`src/rtl/tdc_meas_ctrl.sv`:
```
// rtl/tdc_meas_ctrl.sv - TDC measurement sequencer: arm over SPI, wait for intb, read TIME1/CAL1/CAL2, present result
//
// Ports:
//   clk, rst            system clock, asynchronous active-low reset
//   tdc_enable          TDC powered/booted; low forces IDLE
//   soft_reset          one-cycle pulse, aborts everything back to IDLE
//   play, pause         run control levels from the command decoder
//   tdc_intb            TDC interrupt (active-low, asynchronous)
//   spi_sclk/csn/mosi   SPI master (mode 0, MSB first), spi_miso from TDC DOUT
//   result_time1/cal1/cal2, result_valid, result_ready   result triple handshake
//   timeout             one-cycle pulse when intb never arrived
//   busy                high in every state except IDLE
module tdc_meas_ctrl #(
    parameter int         CLK_DIV     = 4,
    parameter logic [7:0] CONFIG1_VAL = 8'h03,
    parameter int         TIMEOUT_CYC = 200000,
    parameter int         GAP_CYC     = 1000
) (
    input  logic        clk,
    input  logic        rst,
    input  logic        tdc_enable,
    input  logic        soft_reset,
    input  logic        play,
    input  logic        pause,
    input  logic        tdc_intb,
    input  logic        spi_miso,
    output logic        spi_sclk,
    output logic        spi_csn,
    output logic        spi_mosi,
    output logic [23:0] result_time1,
    output logic [23:0] result_cal1,
    output logic [23:0] result_cal2,
    output logic        result_valid,
    input  logic        result_ready,
    output logic        timeout,
    output logic        busy
);

    localparam int DIV_W = $clog2(2 * CLK_DIV + 1);
    localparam int TMO_W = $clog2(TIMEOUT_CYC + 1);
    localparam int GAP_W = $clog2(GAP_CYC + 1);

    localparam logic [DIV_W-1:0] DIV_HALF  = DIV_W'(CLK_DIV - 1);
    localparam logic [DIV_W-1:0] DIV_SPACE = DIV_W'(2 * CLK_DIV - 1);
    localparam logic [TMO_W-1:0] TMO_LAST  = TMO_W'(TIMEOUT_CYC - 1);
    localparam logic [GAP_W-1:0] GAP_LAST  = GAP_W'(GAP_CYC - 1);

    typedef enum logic [2:0] {
        ST_IDLE, ST_ARM, ST_WAIT_INT, ST_RD_T1, ST_RD_C1, ST_RD_C2, ST_PRESENT, ST_GAP
    } state_t;

    // SPI transaction phases: csn setup, clocking, csn hold, csn-high spacing
    typedef enum logic [2:0] {
        PH_IDLE, PH_SETUP, PH_XFER, PH_HOLD, PH_SPACE
    } phase_t;

    state_t             state_q, state_d;
    phase_t             phase_q, phase_d;
    logic [DIV_W-1:0]   div_q, div_d;
    logic [4:0]         bit_cnt_q, bit_cnt_d;
    logic               wr_q, wr_d;
    logic [31:0]        tx_q, tx_d;
    logic [23:0]        rx_q, rx_d;
    logic               sclk_q, sclk_d;
    logic               csn_q, csn_d;
    logic [TMO_W-1:0]   tmo_q, tmo_d;
    logic [GAP_W-1:0]   gap_q, gap_d;
    logic [23:0]        t1_sh_q, t1_sh_d;
    logic [23:0]        c1_sh_q, c1_sh_d;
    logic [23:0]        res_t1_q, res_t1_d;
    logic [23:0]        res_c1_q, res_c1_d;
    logic [23:0]        res_c2_q, res_c2_d;
    logic               valid_q, valid_d;
    logic               timeout_q, timeout_d;
    logic               intb_s1_q, intb_s2_q;

    logic               start_req;
    logic               start_write;
    logic [7:0]         start_cmd;
    logic [7:0]         start_data;
    logic               xfer_done;
    logic               run_ok;
    logic               abort;

    assign xfer_done = (phase_q == PH_SPACE) && (div_q == DIV_SPACE);
    assign run_ok    = tdc_enable && play && !pause;
    assign abort     = soft_reset || !tdc_enable;

    always_comb begin
        state_d     = state_q;
        phase_d     = phase_q;
        div_d       = div_q;
        bit_cnt_d   = bit_cnt_q;
        wr_d        = wr_q;
        tx_d        = tx_q;
        rx_d        = rx_q;
        sclk_d      = sclk_q;
        csn_d       = csn_q;
        tmo_d       = tmo_q;
        gap_d       = gap_q;
        t1_sh_d     = t1_sh_q;
        c1_sh_d     = c1_sh_q;
        res_t1_d    = res_t1_q;
        res_c1_d    = res_c1_q;
        res_c2_d    = res_c2_q;
        valid_d     = valid_q;
        timeout_d   = 1'b0;
        start_req   = 1'b0;
        start_write = 1'b0;
        start_cmd   = 8'h00;
        start_data  = 8'h00;

        // SPI engine
        case (phase_q)
            PH_SETUP: begin
                // The first rise lands exactly one half-period after csn fell.
                if (div_q == DIV_HALF) begin
                    phase_d = PH_XFER;
                    div_d   = '0;
                    sclk_d  = 1'b1;
                    rx_d    = {rx_q[22:0], spi_miso};
                end else begin
                    div_d = div_q + DIV_W'(1);
                end
            end
            PH_XFER: begin
                if (div_q == DIV_HALF) begin
                    div_d = '0;
                    if (!sclk_q) begin
                        sclk_d = 1'b1;
                        rx_d   = {rx_q[22:0], spi_miso};
                    end else begin
                        sclk_d = 1'b0;
                        if (bit_cnt_q == (wr_q ? 5'd15 : 5'd31)) begin
                            phase_d = PH_HOLD;
                        end else begin
                            bit_cnt_d = bit_cnt_q + 5'd1;
                            tx_d      = {tx_q[30:0], 1'b0};
                        end
                    end
                end else begin
                    div_d = div_q + DIV_W'(1);
                end
            end
            PH_HOLD: begin
                if (div_q == DIV_HALF) begin
                    phase_d = PH_SPACE;
                    csn_d   = 1'b1;
                    div_d   = '0;
                end else begin
                    div_d = div_q + DIV_W'(1);
                end
            end
            PH_SPACE: begin
                if (div_q == DIV_SPACE) begin
                    phase_d = PH_IDLE;
                    div_d   = '0;
                end else begin
                    div_d = div_q + DIV_W'(1);
                end
            end
            default: ;
        endcase

        // Measurement sequencer
        case (state_q)
            ST_IDLE: begin
                if (run_ok) begin
                    state_d     = ST_ARM;
                    start_req   = 1'b1;
                    start_write = 1'b1;
                    start_cmd   = 8'h40;
                    start_data  = CONFIG1_VAL;
                end
            end
            ST_ARM: begin
                if (xfer_done) begin
                    state_d = ST_WAIT_INT;
                    tmo_d   = '0;
                end
            end
            ST_WAIT_INT: begin
                if (!intb_s2_q) begin
                    state_d   = ST_RD_T1;
                    start_req = 1'b1;
                    start_cmd = 8'h10;
                end else if (tmo_q == TMO_LAST) begin
                    state_d   = ST_GAP;
                    timeout_d = 1'b1;
                    gap_d     = '0;
                end else begin
                    tmo_d = tmo_q + TMO_W'(1);
                end
            end
            ST_RD_T1: begin
                if (xfer_done) begin
                    state_d   = ST_RD_C1;
                    t1_sh_d   = rx_q;
                    start_req = 1'b1;
                    start_cmd = 8'h1B;
                end
            end
            ST_RD_C1: begin
                if (xfer_done) begin
                    state_d   = ST_RD_C2;
                    c1_sh_d   = rx_q;
                    start_req = 1'b1;
                    start_cmd = 8'h1C;
                end
            end
            ST_RD_C2: begin
                if (xfer_done) begin
                    state_d  = ST_PRESENT;
                    res_t1_d = t1_sh_q;
                    res_c1_d = c1_sh_q;
                    res_c2_d = rx_q;
                    valid_d  = 1'b1;
                end
            end
            ST_PRESENT: begin
                if (result_ready) begin
                    state_d = ST_GAP;
                    valid_d = 1'b0;
                    gap_d   = '0;
                end
            end
            ST_GAP: begin
                if (gap_q == GAP_LAST) begin
                    if (run_ok) begin
                        state_d     = ST_ARM;
                        start_req   = 1'b1;
                        start_write = 1'b1;
                        start_cmd   = 8'h40;
                        start_data  = CONFIG1_VAL;
                    end else begin
                        state_d = ST_IDLE;
                    end
                end else begin
                    gap_d = gap_q + GAP_W'(1);
                end
            end
            default: state_d = ST_IDLE;
        endcase

        // Launching a transaction overrides the engine's return to idle.
        if (start_req) begin
            phase_d   = PH_SETUP;
            csn_d     = 1'b0;
            sclk_d    = 1'b0;
            div_d     = '0;
            bit_cnt_d = '0;
            wr_d      = start_write;
            tx_d      = {start_cmd, start_data, 16'h0000};
            rx_d      = '0;
        end

        // Abort wins over everything, including a same-cycle handshake.
        if (abort) begin
            state_d   = ST_IDLE;
            phase_d   = PH_IDLE;
            csn_d     = 1'b1;
            sclk_d    = 1'b0;
            div_d     = '0;
            bit_cnt_d = '0;
            valid_d   = 1'b0;
            timeout_d = 1'b0;
        end
    end

    always_ff @(posedge clk or negedge rst) begin
        if (!rst) begin
            state_q   <= ST_IDLE;
            phase_q   <= PH_IDLE;
            div_q     <= '0;
            bit_cnt_q <= '0;
            wr_q      <= 1'b0;
            tx_q      <= '0;
            rx_q      <= '0;
            sclk_q    <= 1'b0;
            csn_q     <= 1'b1;
            tmo_q     <= '0;
            gap_q     <= '0;
            t1_sh_q   <= '0;
            c1_sh_q   <= '0;
            res_t1_q  <= '0;
            res_c1_q  <= '0;
            res_c2_q  <= '0;
            valid_q   <= 1'b0;
            timeout_q <= 1'b0;
            intb_s1_q <= 1'b1;
            intb_s2_q <= 1'b1;
        end else begin
            state_q   <= state_d;
            phase_q   <= phase_d;
            div_q     <= div_d;
            bit_cnt_q <= bit_cnt_d;
            wr_q      <= wr_d;
            tx_q      <= tx_d;
            rx_q      <= rx_d;
            sclk_q    <= sclk_d;
            csn_q     <= csn_d;
            tmo_q     <= tmo_d;
            gap_q     <= gap_d;
            t1_sh_q   <= t1_sh_d;
            c1_sh_q   <= c1_sh_d;
            res_t1_q  <= res_t1_d;
            res_c1_q  <= res_c1_d;
            res_c2_q  <= res_c2_d;
            valid_q   <= valid_d;
            timeout_q <= timeout_d;
            intb_s1_q <= tdc_intb;
            intb_s2_q <= intb_s1_q;
        end
    end

    // MOSI only carries data while csn is low; it shifts on sclk falls.
    assign spi_mosi     = ((phase_q == PH_SETUP) || (phase_q == PH_XFER)) ? tx_q[31] : 1'b0;
    assign spi_sclk     = sclk_q;
    assign spi_csn      = csn_q;
    assign result_time1 = res_t1_q;
    assign result_cal1  = res_c1_q;
    assign result_cal2  = res_c2_q;
    assign result_valid = valid_q;
    assign timeout      = timeout_q;
    assign busy         = (state_q != ST_IDLE);

endmodule

```
`config.mk`:
```
export PLATFORM = sky130hd
export DESIGN_NAME = tdc_meas_ctrl
export DESIGN_NICKNAME = d
export VERILOG_FILES = /design/src/rtl/tdc_meas_ctrl.sv
export SDC_FILE = /design/constraint.sdc
export NUM_CORES = 1
export LEC_CHECK = 0
export ABC_AREA = 1
export CORE_UTILIZATION = 52
export CTS_BUF_LIST = sky130_fd_sc_hd__clkbuf_4 sky130_fd_sc_hd__clkbuf_8 sky130_fd_sc_hd__clkbuf_16
export DETAILED_ROUTE_END_ITERATION = 7
export PLACE_DENSITY = 0.83
export SETUP_SLACK_MARGIN = 0.2
export SYNTH_ARGS = -nofsm -noshare
export SYNTH_HDL_FRONTEND = slang
export SYNTH_SLANG_ARGS = --single-unit
```
`constraint.sdc`:
```
create_clock -name clk -period 1.55 [get_ports clk]
set_input_delay 0.31 -clock clk [delete_from_list [all_inputs] [get_ports clk]]
set_output_delay 0.31 -clock clk [all_outputs]
set_load 0.005 [all_outputs]
```
---- Word level (Yosys, flattened, before mapping) ----
Index checks and enable logic that the tools add are counted.
word-level totals
  flip-flop bits (word level) ............. 226
  latch bits .............................. 0
  bits in writable memories ............... 0
  bits in read-only memories .............. 0
  input port bits ......................... 9
  output and inout bits ................... 78
  word-level logic and storage cells ...... 188
  memories ................................ 0
cells by class
  add/subtract/negate cells ............... 4
  $mul .................................... 0
  div/mod/pow operators ................... 0
  order comparisons ....................... 0
  eq/ne operators ......................... 41
  shift-type cells ........................ 0
  muxes and demuxes ....................... 85
  bitwise logic cells ..................... 0
  reductions and logical operators ........ 38
operators by type and width
  operator                 number
  $mux W32                 5
  $mux W24                 4
  $mux W18                 3
  $mux W3                  18
  $mux W5                  10
  $pmux W24 S2             1
  $mux W10                 4
  $pmux W18 S2             1
  $pmux W7 S5              1
  $ne A3 B3 Y1 const B     11
  $pmux W10 S3             1
  $ne A4 B4 Y1 const B     6
  $pmux W3 S8              1
  $reduce_bool A3 Y1       8
  $mux W1                  21
  $add A18 B1 Y18 const B  1
  $eq A18 B18 Y1 const B   1
  $mux W4                  4
  $pmux W8 S2              1
  $reduce_and A4 Y1        4
  $eq A3 B3 Y1 const B     5
  $mux W7                  2
  $ne A2 B2 Y1 const B     7
  $eq A3 B2 Y1 const B     4
  29 further kinds         44

---- Depth between registers and ports, before layout ----
Gate-level depths: netlist (run 1).
  depth in word-level cells ............... 8
  gate-level depth with buffers ........... 11
  gate-level depth less buffers ........... 10

---- Least setup slack after synthesis (run 1) ----
OpenSTA, ideal clock, no wires.
  path type ............................... register to register
  start point ............................. register div_q[0]
  end point ............................... register div_q[0]
  setup time .............................. 118 ps
  arrival ................................. 1531 ps
  required time ........................... 1432 ps
  path slack .............................. -98 ps
  stages on the path, launching flop included .. 10
  buffers on the path ..................... 0
  period minus slack after synthesis ...... 1648 ps
  path through ............................ dfrtp_1 -> ha_1 -> nand3_1 -> nor2_4 -> inv_1 -> nor2_1 -> nor2_1 -> nand4_1 -> nand2_1 -> nand2_1
between the ends
  word-level cells in the longest chain between the ends .. 6
  elaborated cells between the ends (all ways) .. 12
  those cells by class .................... add/sub (1); eq/ne (2); mux (7); reduce/logical (2)
RTL lines
  what                                                   line  source
  start, declared                                        59    logic [DIV_W-1:0] div_q, div_d;
  start signal, assigned                                 295   div_q <= div_d;
  branches (longest 6 deep; another with $add A4 B1 Y4)  n/a
Parallel ways; which one is timed is not known.
A chain may end at the register's enable or synchronous reset.

---- Final worst setup path (run 1) ----
  start point ............................. register phase_q[0]
  end point ............................... register res_c2_q[19], in the netlist result_cal2[19]
between the ends
  word-level cells in the longest chain between the ends .. 3
RTL lines
  what                         line  source
  start, declared              58    phase_t phase_q, phase_d;
  start signal, assigned       294   phase_q <= phase_d;
  $eq A3 B3 Y1                 85    assign xfer_done = (phase_q == PH_SPACE) && (div_q == DIV_SPACE);
  $logic_and A1 B1 Y1          85
  $reduce_and A2 Y1 (no line)  n/a
  end signal, assigned         308   res_c2_q <= res_c2_d;
  end, declared                72    logic [23:0] res_c2_q, res_c2_d;
Every way passes these cells.

==> results of run 1 <==
==> routing by layer <==
metal  up-vias  track usage [%]  wire, um
met5         -                0         0
met4         0             15.7      2600
met3       228             4.26      3220
met2       669             54.3     17600
met1      4610             37.2     12200
li1       3981                -         -
==> cell type report <==
cell class / count / area (um^2) / share of cell area (%)
clock buffers: 29 / 627 / 4.35
flip-flops and latches: 210 / 5260 / 36.5
repair buffers: 319 / 2960 / 20.5
repair inverters: 2 / 16.3 / 0.113
clock inverters: 7 / 116 / 0.807
inverters: 79 / 339 / 2.35
multi-input cells: 689 / 4820 / 33.4
well taps: 225 / 282 / 1.95
==> cells by family after synthesis <==
| group | after synthesis |
|---|---|
| XOR/XNOR | 18 |
| multiplexers | 48 |
| AND/OR/NAND/NOR | 468 |
| AO/OA/AOI/OAI | 150 |
| flip-flops | 210 |
| adder cells (fa/ha/maj) | 4 |
| buffers and inverters | 118 |
==> power by group through the flow <==
stage          clock (mW)  combinational, mW  sequential [mW]
2_1_floorplan           0              0.436             5.79
3_3_place_gp            0              0.835             5.80
3_5_place_dp            0              0.858             5.80
4_1_cts              5.51               1.01             5.70
5_1_grt              5.83               1.42             5.72
6_report             5.59               1.32             5.71
==> worst max-delay path: cells and delay by family (launching register included) <==
kind                   cells  cell delay (ns)
AOI/OAI and AO/OA          1             0.41
buffers and inverters      2             0.37
DFF                        1             0.42
and+or+nand+nor            4             0.67
==> stage by stage <==
| step | hold slack, ns | TNS, ns | util (%) | cells | instance area [um^2] |
|---|---|---|---|---|---|
| floorplan | 0.0144 | -0.543 | - | 1016 | 9550 |
| global placement | 0.259 | -22.03 | 65.4 | 1395 | 11300 |
| detailed placement | 0.261 | -28.96 | 65.4 | 1395 | 11300 |
| CTS | 0.192 | -20.59 | 75.1 | 1520 | 13000 |
| global route | 0.185 | -52.59 | 83.1 | 1560 | 14400 |
| finish | 0.204 | -41.17 | 83.1 | 1560 | 14400 |
==> Yosys cell counts, drive strengths merged (2+ instances only) <==
cell,instances,area [um^2]
a21oi,40,211
buf,21,108
clkbuf,18,67.6
dfrtp,207,5180
dfstp,3,78.8
ha,4,50.1
inv,78,293
mux2,48,541
nand2,289,1090
nand3,47,270
nand3b,2,15.0
nand4,40,263
nor2,73,304
nor3,13,81.3
o21ai,108,544
or2,3,18.8
xnor2,3,26.3
xor2,15,131
==> worst max-delay path by stage <==
| stage | from | end | slack [ns] | cells after the start |
|---|---|---|---|---|
| finish | phase_q[0]$_DFFE_PN0P_ | result_cal2[19]$_DFFE_PN0P_ | -0.51 | 7 |
| global route | phase_q[0]$_DFFE_PN0P_ | result_cal2[19]$_DFFE_PN0P_ | -0.57 | 7 |
| CTS | phase_q[1]$_DFFE_PN0P_ | spi_mosi | -0.20 | 5 |
| detailed placement | tdc_enable | phase_q[1]$_DFFE_PN0P_ | -0.37 | 9 |
| global placement | tdc_enable | phase_q[0]$_DFFE_PN0P_ | -0.30 | 9 |
| floorplan | div_q[0]$_DFFE_PN0P_ | result_cal1[0]$_DFFE_PN0P_ | -0.01 | 6 |
==> registers in the layout, indices dropped and copies added (netlist names), 4 cells and up <==
name and count:
bit_cnt_q 5, c1_sh_q 24, div_q 4, gap_q 10, result_cal1 24, result_cal2 24, result_time1 24, rx_q 24
t1_sh_q 24, tmo_q 18, tx_q 16
==> what timing repair did <==
action | 4_1_cts | 5_1_grt
buffers inserted | 76 | 27
endpoints found under the hold margin | 35 | 0
resized for setup | 451 | 245
gates cloned | 12 | 13
hold buffers | 1 | 0
setup endpoints to repair | 285 | 253
pin swaps | 26 | 42
==> impl_metrics.yaml, run 1 <==
clock_network:
  cts_max_path_buffers: 3
  htree_num_levels: 1
  cts.sink_count: 210
  tritoncts.num_buffers: 23
  clock-root-buffer: "clkbuf_16"
  insertion_delay_ns: 0.52
  cts_tree: "yes"
  cts.clk_slew.worst_paths_ns: 0.07
logic_synthesis:
  synth_fa_ha_area_share_pct: 0.538
  synthesis.yosys.warnings: 0
  postSynth.topFlopCell: "dfrtp_1"
  synth-compound-area-share_pct: 8.28
  syn-num-nets: 1029
  synthMuxAreaShare_pct: 5.81
  ys_seq_elements: 210
  post_synth_inst_count: 1016
  synth_sequential_area_ratio_pct: 56.5
  synth_top_family_by_area: "simple AND/OR/NAND/NOR gates"
  post_synth_num_cell_types: 35
  postSynthAreaPerCell_um2: 9.16
  synth-simple-area-share_pct: 22.1
  synthXorXnorAreaFrac_pct: 1.69
  synth_enable_flop_cells: 0
  netlist_area_um2: 9310
  post_synth_arst_share_pct: 100
worst_setup_path:
  worst-endpoint-required_ns: 1.91
  crit_path_cell_trace: "nor2_2 -> nand2_2 -> nor2_4 -> nand2_4 -> buf_12 -> buf_6 -> o21ai_1"
  critical_path.max_fanout: 34
  critPathMaxStageDelay_ns: 0.42
  critPathLaunchType: "flop"
  rr_startpoint: "phase_q[0]$_DFFE_PN0P_"
  rr_worst_depth: 7
  crit_slowest_cell: "dfrtp_1"
  critical_path_arrival_ns: 2.42
  worstReg2RegEnd: "result_cal2[19]$_DFFE_PN0P_"
  crit_path_class: "reg2reg"
  setup.reg_to_reg.worst_slack_ns: -0.51
  cp-end-kind: "flop"
global_route:
  grt_pass1_wl_um: 44700
  globalRouteOverflowTotal: 0
  antenna_found_initial: 0
  global_route.usage.total_pct: 31.0
  first_global_vias: 8649
  grt_max_degree: 57
finish:
  fillCellCount: 794
  final_net_count: 1337
  most-common-layout-cells: "dfrtp_1 (205), nand2_1 (183), buf_4 (156)"
  drive_gt1_share_pct: 46.8
  final_common_cell: "dfrtp_1"
  n_antenna_cell: 0
  area_delta_synth_final_pct: 55.0
die:
  fp.coreArea_um2: 17400
  initial_utilization_pct: 53.6
  pin_count: 87
  placementRows: 48
  fp.dieW_um: 136
  die_h_um: 136
  dieArea_um2: 18400
power:
  power.share.clock_pct: 44.3
  p_leak_nw: 7.03
  totalPowerFinal_mw: 12.6
  pwr_density_cell_nw_per_um2: 876
  p_sw_share_pct: 24.7
  switchingPower_mw: 3.12
  power.share.combinational_pct: 10.5
  power.internal_mw: 9.51
  power.share.sequential_pct: 45.2
  ir_worst_vdd_mv: 1.02
hold_path:
  holdPathStages: 1
  min_to: "intb_s1_q$_DFF_PN1_"
  timing.hold.worst.start: "tdc_intb"
  worstHoldPathType: "in2reg"
timing:
  timing.clock.skew_ns: 0.0204
  finalHoldViolations: 0
  tightest_slew_ns: 0.497
  final_period_minus_worst_setup_slack_ns: 2.06
  setup_slack_ns: -0.506
  achievable-frequency_mhz: 486
  slew_headroom_pct: 66.7
  setup_repair_after_global_routing_missed_its_margin: "true"
  final_max_slew_viol_count: 0
  timing.final.setup_violations: 208
  final_min_period_over_clock_period_pct: 133
placed_design:
  gp_congestion: 0.912
  dp.final_hpwl_um: 14700
  place.port_buffers: 86
  detailedPlace.worstSlack_ns: -0.370
detailed_routing:
  drt.antenna.violating_nets: 0
  routed_wl_um: 35600
  drc_errors: 0
  drt_pre_antenna_iters: 6
  drtIter0Drc: 992
  wl_per_cell_um: 22.8
  vias_per_cell: 6.08
  vias: 9488
status:
  failed_checks: "negative setup slack"
  result_of_the_run: "finished with violations"
flow_run:
  max-cap-violations: 0
No activity file was read; power rests on OpenSTA's default activity.
==> run 2, diff against run 1 <==
--- a/config.mk
+++ b/config.mk
@@ -6,7 +6,10 @@
 export NUM_CORES = 1
 export LEC_CHECK = 0
 export ABC_AREA = 1
-export CORE_UTILIZATION = 52
+export CELL_PAD_IN_SITES_DETAIL_PLACEMENT = 0
+export CELL_PAD_IN_SITES_GLOBAL_PLACEMENT = 1
+export CORE_MARGIN = 3
+export CORE_UTILIZATION = 40
 export CTS_BUF_LIST = sky130_fd_sc_hd__clkbuf_4 sky130_fd_sc_hd__clkbuf_8 sky130_fd_sc_hd__clkbuf_16
 export DETAILED_ROUTE_END_ITERATION = 7
 export PLACE_DENSITY = 0.83
==> impl_metrics.yaml, run 2 (synthesized netlist as in run 1, its figures left out) <==
status:
  result_of_the_run: "finished with violations"
  failed_checks: "negative setup slack"
worst_setup_path:
  rr_startpoint: "state_q[1]$_DFFE_PN0P_"
  worst-endpoint-required_ns: 2.00
  cp-end-kind: "flop"
  rr_worst_depth: 9
  setup.reg_to_reg.worst_slack_ns: -0.26
  critical_path_arrival_ns: 2.25
  critical_path.max_fanout: 7
  critPathLaunchType: "flop"
  worstReg2RegEnd: "bit_cnt_q[0]$_DFFE_PN0P_"
  crit_path_class: "reg2reg"
die:
  die_h_um: 159
  fp.dieW_um: 159
  dieArea_um2: 25100
  placementRows: 55
  pin_count: 87
  initial_utilization_pct: 40.9
  fp.coreArea_um2: 22800
timing:
  final_max_slew_viol_count: 0
  timing.final.setup_violations: 188
  tightest_slew_ns: 0.357
  slew_headroom_pct: 76.2
  final_period_minus_worst_setup_slack_ns: 1.81
  final_min_period_over_clock_period_pct: 116
  finalHoldViolations: 0
  setup_slack_ns: -0.255
  setup_repair_after_global_routing_missed_its_margin: "true"
  timing.clock.skew_ns: 0.0208
  achievable-frequency_mhz: 554
power:
  p_sw_share_pct: 23.7
  power.share.sequential_pct: 44.5
  power.share.clock_pct: 46.2
  switchingPower_mw: 3.04
  power.share.combinational_pct: 9.3
  pwr_density_cell_nw_per_um2: 926
  power.internal_mw: 9.78
  p_leak_nw: 6.75
  ir_worst_vdd_mv: 0.798
global_route:
  global_route.usage.total_pct: 19.5
  globalRouteOverflowTotal: 0
  first_global_vias: 7983
  grt_max_degree: 50
  antenna_found_initial: 0
  grt_pass1_wl_um: 40300
finish:
  finalInstanceArea_um2: 13800
  area_delta_synth_final_pct: 48.7
  final_net_count: 1303
  most-common-layout-cells: "nand2_1 (238), dfrtp_1 (205), buf_4 (145)"
  n_antenna_cell: 0
  final_common_cell: "nand2_1"
  fillCellCount: 1816
  layout.cells.non_filler: 1619
  drive_gt1_share_pct: 41.0
clock_network:
  tritoncts.num_buffers: 23
  clock-root-buffer: "clkbuf_16"
  insertion_delay_ns: 0.53
  cts.clk_slew.worst_paths_ns: 0.06
  cts_max_path_buffers: 3
  htree_num_levels: 1
  cts_tree: "yes"
  cts.sink_count: 210
hold_path:
  holdPathStages: 1
  timing.hold.worst.start: "tdc_intb"
  min_to: "intb_s1_q$_DFF_PN1_"
  worstHoldPathType: "in2reg"
detailed_routing:
  drt_pre_antenna_iters: 5
  drt.antenna.violating_nets: 0
  wl_per_cell_um: 16.7
  vias: 8200
  routed_wl_um: 27100
  vias_per_cell: 5.06
  drc_errors: 0
  drtIter0Drc: 455
placed_design:
  detailedPlace.worstSlack_ns: -0.378
  place.port_buffers: 86
  dpl-instance-area_um2: 11500
  gp_congestion: 0.847
  dp.final_hpwl_um: 14800
  numPlacedInstances: 1485
flow_run:
  max-cap-violations: 0
run 2: changes by cell type in the layout (fill, tap and decap cells not counted), sizes merged:
| cell | previous run | this run |
|---|---|---|
| buf | 301 | 268 |
| clkbuf | 39 | 40 |
| clkdlybuf4s15 | 0 | 1 |
| clkinv | 4 | 6 |
run 2: critical path: stages (launching register included):
cell	delay, ns
dfrtp_2	0.41
buf_6	0.14
buf_6	0.12
nand3_4	0.10
nor2_4	0.08
a21oi_4	0.20
nand3_4	0.23
nor2_4	0.28
nand3_2	0.09
nand2_1	0.08
run 2: how the worst max path moves through the flow:
stage	from	to	slack, ns
after detailed placement	tdc_enable	rx_q[12]$_DFFE_PN0P_	-0.38
after global routing	state_q[1]$_DFFE_PN0P_	tx_q[30]$_DFFE_PN0P_	-0.31
after floorplan	div_q[0]$_DFFE_PN0P_	result_cal1[0]$_DFFE_PN0P_	-0.01
final	state_q[1]$_DFFE_PN0P_	bit_cnt_q[0]$_DFFE_PN0P_	-0.26
after global placement	tdc_enable	phase_q[1]$_DFFE_PN0P_	-0.34
after CTS	state_q[1]$_DFFE_PN0P_	bit_cnt_q[0]$_DFFE_PN0P_	-0.16
run 2: area by class of cell:
| type | count | area, um^2 | share of cell area (%) |
|---|---|---|---|
| clock buffers | 32 | 693 | 5.01 |
| clock inverters | 9 | 138 | 0.994 |
| inverters | 79 | 334 | 2.41 |
| multi-input cells | 689 | 4490 | 32.4 |
| flip-flops and latches | 210 | 5260 | 38.0 |
| well taps | 313 | 392 | 2.83 |
| repair buffers | 285 | 2520 | 18.2 |
| repair inverters | 2 | 16.3 | 0.118 |
run 2: per-layer routing:
layer | vias up | wire length (um) | GRT usage [%]
met1 | 4014 | 11900 | 26.7
met3 | 62 | 1190 | 2.66
met2 | 219 | 13300 | 33.2
met4 | 0 | 767 | 4.63
li1 | 3905 | - | -
met5 | - | 0 | 0
run 2: what timing repair did:
item                                    in CTS  in global routing
hold buffers                                 1                  0
resized for setup                          438                139
endpoints found under the hold margin       31                  0
endpoints found under the setup margin     286                284
pin swaps                                   21                 38
setup buffers                               60                 15
gates cloned                                 7                 10
run 2: through the flow:
stage	total power [mW]	utilization [%]	hold slack (ns)	setup TNS [ns]
floorplan	6.23	-	0.0144	-0.543
global placement	6.68	50.5	0.259	-23.40
detailed placement	6.70	50.5	0.261	-28.40
CTS	12.7	57.3	0.184	-18.60
global route	13.3	60.8	0.199	-37.83
finish	12.8	60.8	0.207	-22.83
run 2: power by group through the flow:
stage                     logic (mW)  clock network (mW)  registers (mW)
after floorplan                0.436                   0            5.79
after global placement         0.896                   0            5.79
after detailed placement       0.906                   0            5.79
after CTS                       1.05                6.00            5.69
after global routing            1.32                6.23            5.71
final                           1.19                5.92            5.71
